`src/rtl/pipe_pkg.sv`:
```
// Shared pipeline control-word bit indices, instruction field positions and FSM types.
// Latency: n/a (definitions only).
// Backpressure: n/a.
package pipe_pkg;

    // Control-word bits already decoded by EX
    localparam int CS_IS_BEQ  = 2;
    localparam int CS_IS_BGT  = 3;
    localparam int CS_IS_IMM  = 4;
    localparam int CS_IS_UBR  = 7;

    // Control-word bits used for hazard detection and sequencing
    localparam int CS_IS_LD   = 8;
    localparam int CS_IS_ST   = 9;
    localparam int CS_IS_WB   = 10;
    localparam int CS_IS_CALL = 11;
    localparam int CS_IS_RET  = 12;
    localparam int CS_IS_MC   = 13;

    // Return-address register: implicit destination of call and source of ret
    localparam int RA_IDX     = 15;

    // Register field LSB positions inside a 32-bit instruction
    localparam int RD_LSB     = 22;
    localparam int RS1_LSB    = 18;
    localparam int RS2_LSB    = 14;

    // Multi-cycle countdown width; enough for the largest legal MC_LAT of 15
    localparam int MC_W       = 4;

    typedef enum logic {
        RUN     = 1'b0,
        MC_BUSY = 1'b1
    } mc_state_e;

endpackage

```
`src/rtl/sat_counter.sv`:
```
// Saturating up-counter: counts cycles with inc=1 and sticks at all-ones.
// Latency: count reflects inc one cycle later.
// Backpressure: none.
module sat_counter #(
    parameter int CNT_W = 16
) (
    input  logic             clk,
    input  logic             rst,
    input  logic             inc,
    output logic [CNT_W-1:0] cnt
);

    // Increment until all-ones, then hold so the count never wraps
    always_ff @(posedge clk or posedge rst) begin
        if (rst) begin
            cnt <= '0;
        end else if (inc && (cnt != '1)) begin
            cnt <= cnt + 1'b1;
        end
    end

endmodule

```
`src/rtl/pipeline_hazard_ctrl.sv`:
```
// Hazard/sequencing controller: forwarding selects, load-use stalls, branch flushes, multi-cycle EX ops.
// Latency: stall/flush/bubble are combinational; forwarding selects register into EX on advance.
// Backpressure: stalls IF/OF for one cycle on load-use and IF/OF/EX for MC_LAT-1 cycles on a multi-cycle op.
module pipeline_hazard_ctrl
    import pipe_pkg::*;
#(
    parameter int MC_LAT = 4,
    parameter int CNT_W  = 16,
    parameter int REG_W  = 4
) (
    input  logic             clk,
    input  logic             rst,
    input  logic [31:0]      inst_of,
    input  logic [21:0]      cs_of,
    input  logic [31:0]      inst_ex,
    input  logic [21:0]      cs_ex,
    input  logic [31:0]      inst_ma,
    input  logic [21:0]      cs_ma,
    input  logic             isBranchTaken,
    output logic             forwarding_signal1_for_MA_EX,
    output logic             forwarding_signal1_for_RW_EX,
    output logic             forwarding_signal2_for_MA_EX,
    output logic             forwarding_signal2_for_RW_EX,
    output logic             stall_if,
    output logic             stall_of,
    output logic             stall_ex,
    output logic             bubble_ex,
    output logic             bubble_ma,
    output logic             flush_if,
    output logic             ex_busy,
    output logic [CNT_W-1:0] stall_cycles,
    output logic [CNT_W-1:0] flush_count
);

    localparam logic [REG_W-1:0] RA      = REG_W'(RA_IDX);
    localparam logic [MC_W-1:0]  MC_INIT = MC_W'(MC_LAT - 2);

    mc_state_e       state, state_nxt;
    logic [MC_W-1:0] mc_cnt, mc_cnt_nxt;

    logic [REG_W-1:0] src1, src2, dst_ex, dst_ma;
    logic             src2_used;
    logic             ex_wr_src1, ex_wr_src2, ma_wr_src1, ma_wr_src2;
    logic             load_use, fwd1_ma, fwd2_ma;
    logic             unused_bits;

    // Source registers read in OF; ret reads the return-address register, store reads rd as data
    always_comb begin
        src1      = cs_of[CS_IS_RET] ? RA : inst_of[RS1_LSB +: REG_W];
        src2      = cs_of[CS_IS_ST]  ? inst_of[RD_LSB +: REG_W] : inst_of[RS2_LSB +: REG_W];
        src2_used = cs_of[CS_IS_ST] || !cs_of[CS_IS_IMM];
        dst_ex    = cs_ex[CS_IS_CALL] ? RA : inst_ex[RD_LSB +: REG_W];
        dst_ma    = cs_ma[CS_IS_CALL] ? RA : inst_ma[RD_LSB +: REG_W];
    end

    // Which later stages write the registers OF is about to read
    always_comb begin
        ex_wr_src1 = cs_ex[CS_IS_WB] && (dst_ex == src1);
        ex_wr_src2 = cs_ex[CS_IS_WB] && (dst_ex == src2) && src2_used;
        ma_wr_src1 = cs_ma[CS_IS_WB] && (dst_ma == src1);
        ma_wr_src2 = cs_ma[CS_IS_WB] && (dst_ma == src2) && src2_used;
        load_use   = cs_ex[CS_IS_LD] && (ex_wr_src1 || ex_wr_src2);
        // A load's value is not ready in MA's ALU slot, so it is never forwarded from MA
        fwd1_ma    = ex_wr_src1 && !cs_ex[CS_IS_LD];
        fwd2_ma    = ex_wr_src2 && !cs_ex[CS_IS_LD];
    end

    // Multi-cycle state and countdown; reset aborts any op in flight
    always_ff @(posedge clk or posedge rst) begin
        if (rst) begin
            state  <= RUN;
            mc_cnt <= '0;
        end else begin
            state  <= state_nxt;
            mc_cnt <= mc_cnt_nxt;
        end
    end

    // Enter MC_BUSY when a multi-cycle op reaches EX; return to RUN the cycle after the count hits zero
    always_comb begin
        state_nxt  = state;
        mc_cnt_nxt = mc_cnt;
        case (state)
            RUN: begin
                if (cs_ex[CS_IS_MC]) begin
                    state_nxt  = MC_BUSY;
                    mc_cnt_nxt = MC_INIT;
                end
            end
            MC_BUSY: begin
                if (mc_cnt == '0) begin
                    state_nxt = RUN;
                end else begin
                    mc_cnt_nxt = mc_cnt - 1'b1;
                end
            end
            default: state_nxt = RUN;
        endcase
    end

    // Prioritised pipeline controls: branch flush, then multi-cycle hold, then load-use stall
    always_comb begin
        ex_busy   = 1'b0;
        stall_if  = 1'b0;
        stall_of  = 1'b0;
        stall_ex  = 1'b0;
        bubble_ex = 1'b0;
        bubble_ma = 1'b0;
        flush_if  = 1'b0;
        if (!rst) begin
            ex_busy = ((state == RUN) && cs_ex[CS_IS_MC]) ||
                      ((state == MC_BUSY) && (mc_cnt != '0));
            if (isBranchTaken && (state == RUN) && !ex_busy) begin
                flush_if  = 1'b1;
                bubble_ex = 1'b1;
            end else if (ex_busy) begin
                stall_if  = 1'b1;
                stall_of  = 1'b1;
                stall_ex  = 1'b1;
                bubble_ma = 1'b1;
            end else if (load_use) begin
                stall_if  = 1'b1;
                stall_of  = 1'b1;
                bubble_ex = 1'b1;
            end
        end
    end

    // Forwarding selects travel with the OF/EX register: cleared on bubble, held on stall
    always_ff @(posedge clk or posedge rst) begin
        if (rst) begin
            forwarding_signal1_for_MA_EX <= 1'b0;
            forwarding_signal1_for_RW_EX <= 1'b0;
            forwarding_signal2_for_MA_EX <= 1'b0;
            forwarding_signal2_for_RW_EX <= 1'b0;
        end else if (bubble_ex) begin
            forwarding_signal1_for_MA_EX <= 1'b0;
            forwarding_signal1_for_RW_EX <= 1'b0;
            forwarding_signal2_for_MA_EX <= 1'b0;
            forwarding_signal2_for_RW_EX <= 1'b0;
        end else if (!stall_ex) begin
            forwarding_signal1_for_MA_EX <= fwd1_ma;
            forwarding_signal1_for_RW_EX <= ma_wr_src1 && !fwd1_ma;
            forwarding_signal2_for_MA_EX <= fwd2_ma;
            forwarding_signal2_for_RW_EX <= ma_wr_src2 && !fwd2_ma;
        end
    end

    // Instruction and control bits this controller does not decode
    assign unused_bits = ^{inst_of, cs_of, inst_ex, cs_ex, inst_ma, cs_ma};

    sat_counter #(.CNT_W(CNT_W)) u_stall_cnt (
        .clk (clk),
        .rst (rst),
        .inc (stall_if),
        .cnt (stall_cycles)
    );

    sat_counter #(.CNT_W(CNT_W)) u_flush_cnt (
        .clk (clk),
        .rst (rst),
        .inc (flush_if),
        .cnt (flush_count)
    );

endmodule

```
`config.mk`:
```
export PLATFORM = sky130hd
export DESIGN_NAME = pipeline_hazard_ctrl
export DESIGN_NICKNAME = d
export VERILOG_FILES = /design/src/rtl/pipe_pkg.sv /design/src/rtl/sat_counter.sv /design/src/rtl/pipeline_hazard_ctrl.sv
export SDC_FILE = /design/constraint.sdc
export NUM_CORES = 1
export LEC_CHECK = 0
export CAP_MARGIN = 40
export CORE_ASPECT_RATIO = 0.7
export CORE_MARGIN = 10
export CORE_UTILIZATION = 36
export CTS_BUF_LIST = sky130_fd_sc_hd__clkbuf_8
export DETAILED_ROUTE_END_ITERATION = 10
export PLACE_DENSITY = 0.95
export SYNTH_ARGS = -nofsm -noshare
export SYNTH_HDL_FRONTEND = slang
export SYNTH_SLANG_ARGS = --single-unit
```
`constraint.sdc`:
```
create_clock -name clk -period 8.35 [get_ports clk]
set_clock_uncertainty 0.05 [all_clocks]
set_input_delay 2.505 -clock clk [delete_from_list [all_inputs] [get_ports clk]]
set_output_delay 2.505 -clock clk [all_outputs]
set_load 0.1 [all_outputs]
```
# After elaboration in Yosys (flattened, before gate mapping)
# Cells that the tools add are included.
# Widths: inputs -> output; s select.
# op_classes
addsub,3
eq_ne,9
n_mux,31
n_bitwise,1
reduce_logical,28
# op_table
operator,n
$add 16x1->16 const B,2
$ne 16x16->1 const B,2
$mux 4,6
$mux 1,23
$logic_and 1x1->1,17
$eq 4x4->1,4
$pmux 4 s2,1
$ne 2x2->1 const B,3
$logic_not 1->1,5
$logic_not 4->1,1
$reduce_bool 4->1,1
$sub 4x1->4 const B,1
$logic_or 1x1->1,3
$pmux 1 s2,1
$reduce_and 2->1,1
$not 1->1,1
# totals
reg_bits,41
in_bits,165
output_inout_bits,43

# Depth between registers and ports, before layout
# logic_depth
word_depth,11
depth_mapped,10
depth_no_buf,9

# Hierarchy
# From an unflattened synthesis, not the netlist that was laid out.
# hier_totals
hier_cells,256
area_unflattened_um2,2549.9
# by_module_without_submodules
mod,n_inst,cells_per_inst,area_per_inst_um2
sat_counter,2,71,805.8
pipeline_hazard_ctrl,1,114,938.4

# Worst setup path after synthesis
# OpenSTA, ideal clock, no wires.
# synth_path
path_kind,input -> output
startpoint,in cs_of[9]
endpoint,out bubble_ex
t_arrival_ps,5919
required_ps,5795
path_slack_ps,-124
path_stages,7
path_buffers,1
cell_sequence,buf_6 -> mux2i_1 -> xor2_1 -> nor3_2 -> o2111ai_2 -> a21bo_2 -> o31ai_1
# synth_via
elab_chain_len,10
elab_cells_between_ends,11
# synth_lines
element,line_no,source
"start, declared",pipeline_hazard_ctrl.sv:14,"input logic [21:0] cs_of,"
$mux 4,pipeline_hazard_ctrl.sv:50,src2 = cs_of[CS_IS_ST] ? inst_of[RD_LSB +: REG_W] : inst_of[RS2_LSB +: REG_W];
$eq 4x4->1,pipeline_hazard_ctrl.sv:59,ex_wr_src2 = cs_ex[CS_IS_WB] && (dst_ex == src2) && src2_used;
$logic_and 1x1->1,pipeline_hazard_ctrl.sv:59,
$logic_and 1x1->1 *,pipeline_hazard_ctrl.sv:59,
$logic_or 1x1->1 *,pipeline_hazard_ctrl.sv:62,load_use = cs_ex[CS_IS_LD] && (ex_wr_src1 || ex_wr_src2);
$logic_and 1x1->1 *,pipeline_hazard_ctrl.sv:62,
$mux 1 *,pipeline_hazard_ctrl.sv:121,end else if (load_use) begin
$mux 1 *,pipeline_hazard_ctrl.sv:116,end else if (ex_busy) begin
$mux 1 *,pipeline_hazard_ctrl.sv:113,if (isBranchTaken && (state == RUN) && !ex_busy) begin
$mux 1 *,pipeline_hazard_ctrl.sv:110,if (!rst) begin
"end, declared",pipeline_hazard_ctrl.sv:27,"output logic bubble_ex,"
# Mark *: on every way between the ends. The rest lies on a longest branch, timed or not.

# Final worst setup path
# Ends and elaborated chain as after synthesis.

==> reports/qor.txt <==
H-Tree Depth = 2
Multi-input logic area = 1310 µm²
Yosys top cell area share = 42.0%
ANT cells = 0
Synthesized area = 2440 µm²
DR pass1 iterations = 4
Fraction of registers with async set/reset = 100%
Synth-to-layout area growth = 63.9%
Worst Setup End Kind = primary output
I/O pin cnt = 208
Total GRT Usage = 14.9%
Antenna violations before repair = 0
First-pass GRT wire length = 12800 µm
Post-synthesis sequential area ratio = 42.0%
Setup WS pre-CTS = 0.730 ns
CTS tree = done
Max Clock Freq = 0.131 GHz
Die footprint = 10500 µm²
Maxcap violations = 0
Crit path required time = 5.80 ns
CTS Hold Buffers Added = 0
Final setup viols = 0
Status = completed
Crit Path Category = primary input to primary output
Clk sinks = 41
Worst-skew pair later-pin latency = 0.30 ns
Input/output buffers = 74
Yosys synthesis warning count = 0
DRT antenna net count = 0
Pleak = 1.77 nW
Setup Total Neg Slack = 0 ns
DPL Wire Length = 6050 µm
Fillers = 510
Routed len/inst = 16.7 µm
Die height = 88.9 µm
Total number of vias = 2374
CP arrival = 5.05 ns
Ys flop type = dfrtp_1
DRT Wirelength = 7650 µm
Synth area leaders = dfrtp_1, xor2_1, xnor2_1
Row cnt = 25
Measured slew at the worst slew-check pin = 0.949 ns
Netlist cell types = 47
Post-Syn Nets = 423
Die width = 118 µm
Root Buffer = clkbuf_8
Unrepaired setup endpoints after global routing = no
Share of layout cells above drive strength 1 = 17.5%
Drt drc = 0
Nature of the critical path startpoint = primary input
Post-CTS setup buffer count = 0
Maximum vdd drop = 0.000250 V
Largest net degree at the start of global routing = 42
GP Congestion = 0.855
Worst min-delay path category = flop to flop
Final worst setup slack = 0.741 ns
CTS buffer count = 5
Worst-path clk slew = 0.07 ns
Seq cells post-synth = 41
Register area = 1030 µm²
Tcrit/Tclk final = 91.1%
Layout Nets = 533
Yosys top cell by area = dfrtp_1
GR Overflow Total = 0
EDFF count, synth = 0
Pwr/cell area = 259 nW/µm²
Count of pins over their slew limit = 0
Crit path time final = 7.61 ns
Power Total = 1.04 mW
Vias in the first global route = 2536
Cells after synthesis = 254
Post-CTS sizing = 0
Initial Util = 36.7%
Synthesized area per cell = 9.62 µm²
Vias/cell = 5.17
Placeable Area = 6660 µm²
Iteration-0 DRC count of the detailed router = 110
Relative slew slack = 36.1%
CTS max path bufs = 2
Max Fanout on Critical Path = 7
Hold Fails Final Rpt = 0
==> layout by cell type, fill, tap and decap left out, drive strengths merged, types with 2 or more instances in the layout <==
cell type / count
a2111oi: 6
a211oi: 4
a21oi: 12
and2: 3
and3: 6
and4: 4
buf: 45
clkbuf: 5
clkdlybuf4s50: 67
clkinv: 2
dfrtp: 41
ha: 4
inv: 16
mux2: 2
mux2i: 4
nand2: 19
nand2b: 2
nand3: 13
nand4: 3
nor2: 14
nor3: 11
nor3b: 3
nor4: 4
o21ai: 13
o22ai: 2
o32ai: 2
o41ai: 3
or2: 2
xnor2: 15
xor2: 25
==> logic make-up after synthesis <==
family | count (synthesis) | synth area share (%)
compound gates | 54 | 15.9
xor+xnor | 40 | 14.3
fa+ha+maj | 4 | 2.05
buf+inv | 24 | 4.76
flops | 41 | 42.0
mux | 6 | 2.56
simple gates | 85 | 18.3
==> power breakdown <==
part / switching [mW] / total (mW) / internal (mW)
clock network: 0.0683 / 0.125 / 0.0567
logic: 0.397 / 0.635 / 0.238
registers: 0.0410 / 0.278 / 0.237
==> layout make-up <==
type | instances | share of cell area (%)
timing repair buffer | 112 | 35.4
multi-input combinational | 189 | 32.6
sequential | 41 | 25.6
tap | 94 | 2.94
clock buffer | 5 | 1.72
inverter | 15 | 1.41
clock inverter | 3 | 0.344
==> state kept, by name, summed over array words and instances, names as in the netlist <==
| register | flops |
|---|---|
| u_flush_cnt.cnt | 16 |
| forwarding_signal2_for_MA_EX | 1 |
| forwarding_signal1_for_RW_EX | 1 |
| state | 1 |
| forwarding_signal1_for_MA_EX | 1 |
| mc_cnt | 4 |
| u_stall_cnt.cnt | 16 |
| forwarding_signal2_for_RW_EX | 1 |
==> final timing paths <==
check / from / to / slack (ns) / depth (start not counted)
max: cs_of[9] / bubble_ex / 0.74 / 8
min: u_flush_cnt.cnt[10] / u_flush_cnt.cnt[10] / 0.44 / 1
max reg2reg: mc_cnt[0] / u_stall_cnt.cnt[1] / 5.45 / 9
min reg2reg: u_flush_cnt.cnt[10] / u_flush_cnt.cnt[10] / 0.44 / 1
max in group asynchronous: rst / forwarding_signal1_for_RW_EX / 5.15 / 3
min in group asynchronous: rst / mc_cnt[2] / 2.73 / 3
==> worst max-delay path: stages <==
cell and delay [ns]:
clkdlybuf4s50_1 0.67, mux2i_1 0.40, xor2_1 0.13, nor3_2 0.21
o2111ai_2 0.21, a21bo_2 0.31, o31ai_2 0.37, buf_12 0.23
==> layer usage <==
layer	wire, µm	vias up	share of wire [%]	track usage (%)
li1	-	1131	-	-
met1	3300	1144	43	17.7
met2	3800	89	50	26.6
met3	508	10	6.6	4.35
met4	49	0	0.64	2.87
met5	0	-	0	0
==> Yosys cell counts, types with 2 or more instances <==
| library cell | n |
|---|---|
| nor3b_1 | 3 |
| mux2i_1 | 4 |
| and2_1 | 2 |
| nand2b_1 | 2 |
| nor2_1 | 14 |
| a2111oi_2 | 2 |
| nand4_1 | 3 |
| or2_2 | 2 |
| buf_4 | 3 |
| and4_1 | 4 |
| o41ai_1 | 3 |
| nand3_1 | 13 |
| ha_1 | 4 |
| a211oi_1 | 4 |
| o21ai_0 | 13 |
| buf_6 | 2 |
| xnor2_1 | 15 |
| xor2_1 | 25 |
| o32ai_1 | 2 |
| dfrtp_1 | 41 |
| inv_1 | 15 |
| a21oi_1 | 12 |
| nor4_1 | 3 |
| clkbuf_1 | 3 |
| nor3_1 | 10 |
| nand2_1 | 19 |
| o22ai_1 | 2 |
| and3_1 | 6 |
| mux2_2 | 2 |
| a2111oi_1 | 4 |
==> through the flow <==
step | std cells | utilization (%) | instance area [µm²] | hold slack (ns)
3_3_place_gp | 415 | 49.1 | 3270 | 0.407
6_report | 459 | 60.1 | 4000 | 0.443
5_1_grt | 459 | 60.1 | 4000 | 0.469
2_1_floorplan | 254 | - | 2450 | 0.429
3_5_place_dp | 451 | 58.9 | 3920 | 0.430
4_1_cts | 459 | 60.1 | 4000 | 0.450
No activity file was read; power rests on OpenSTA's default activity.
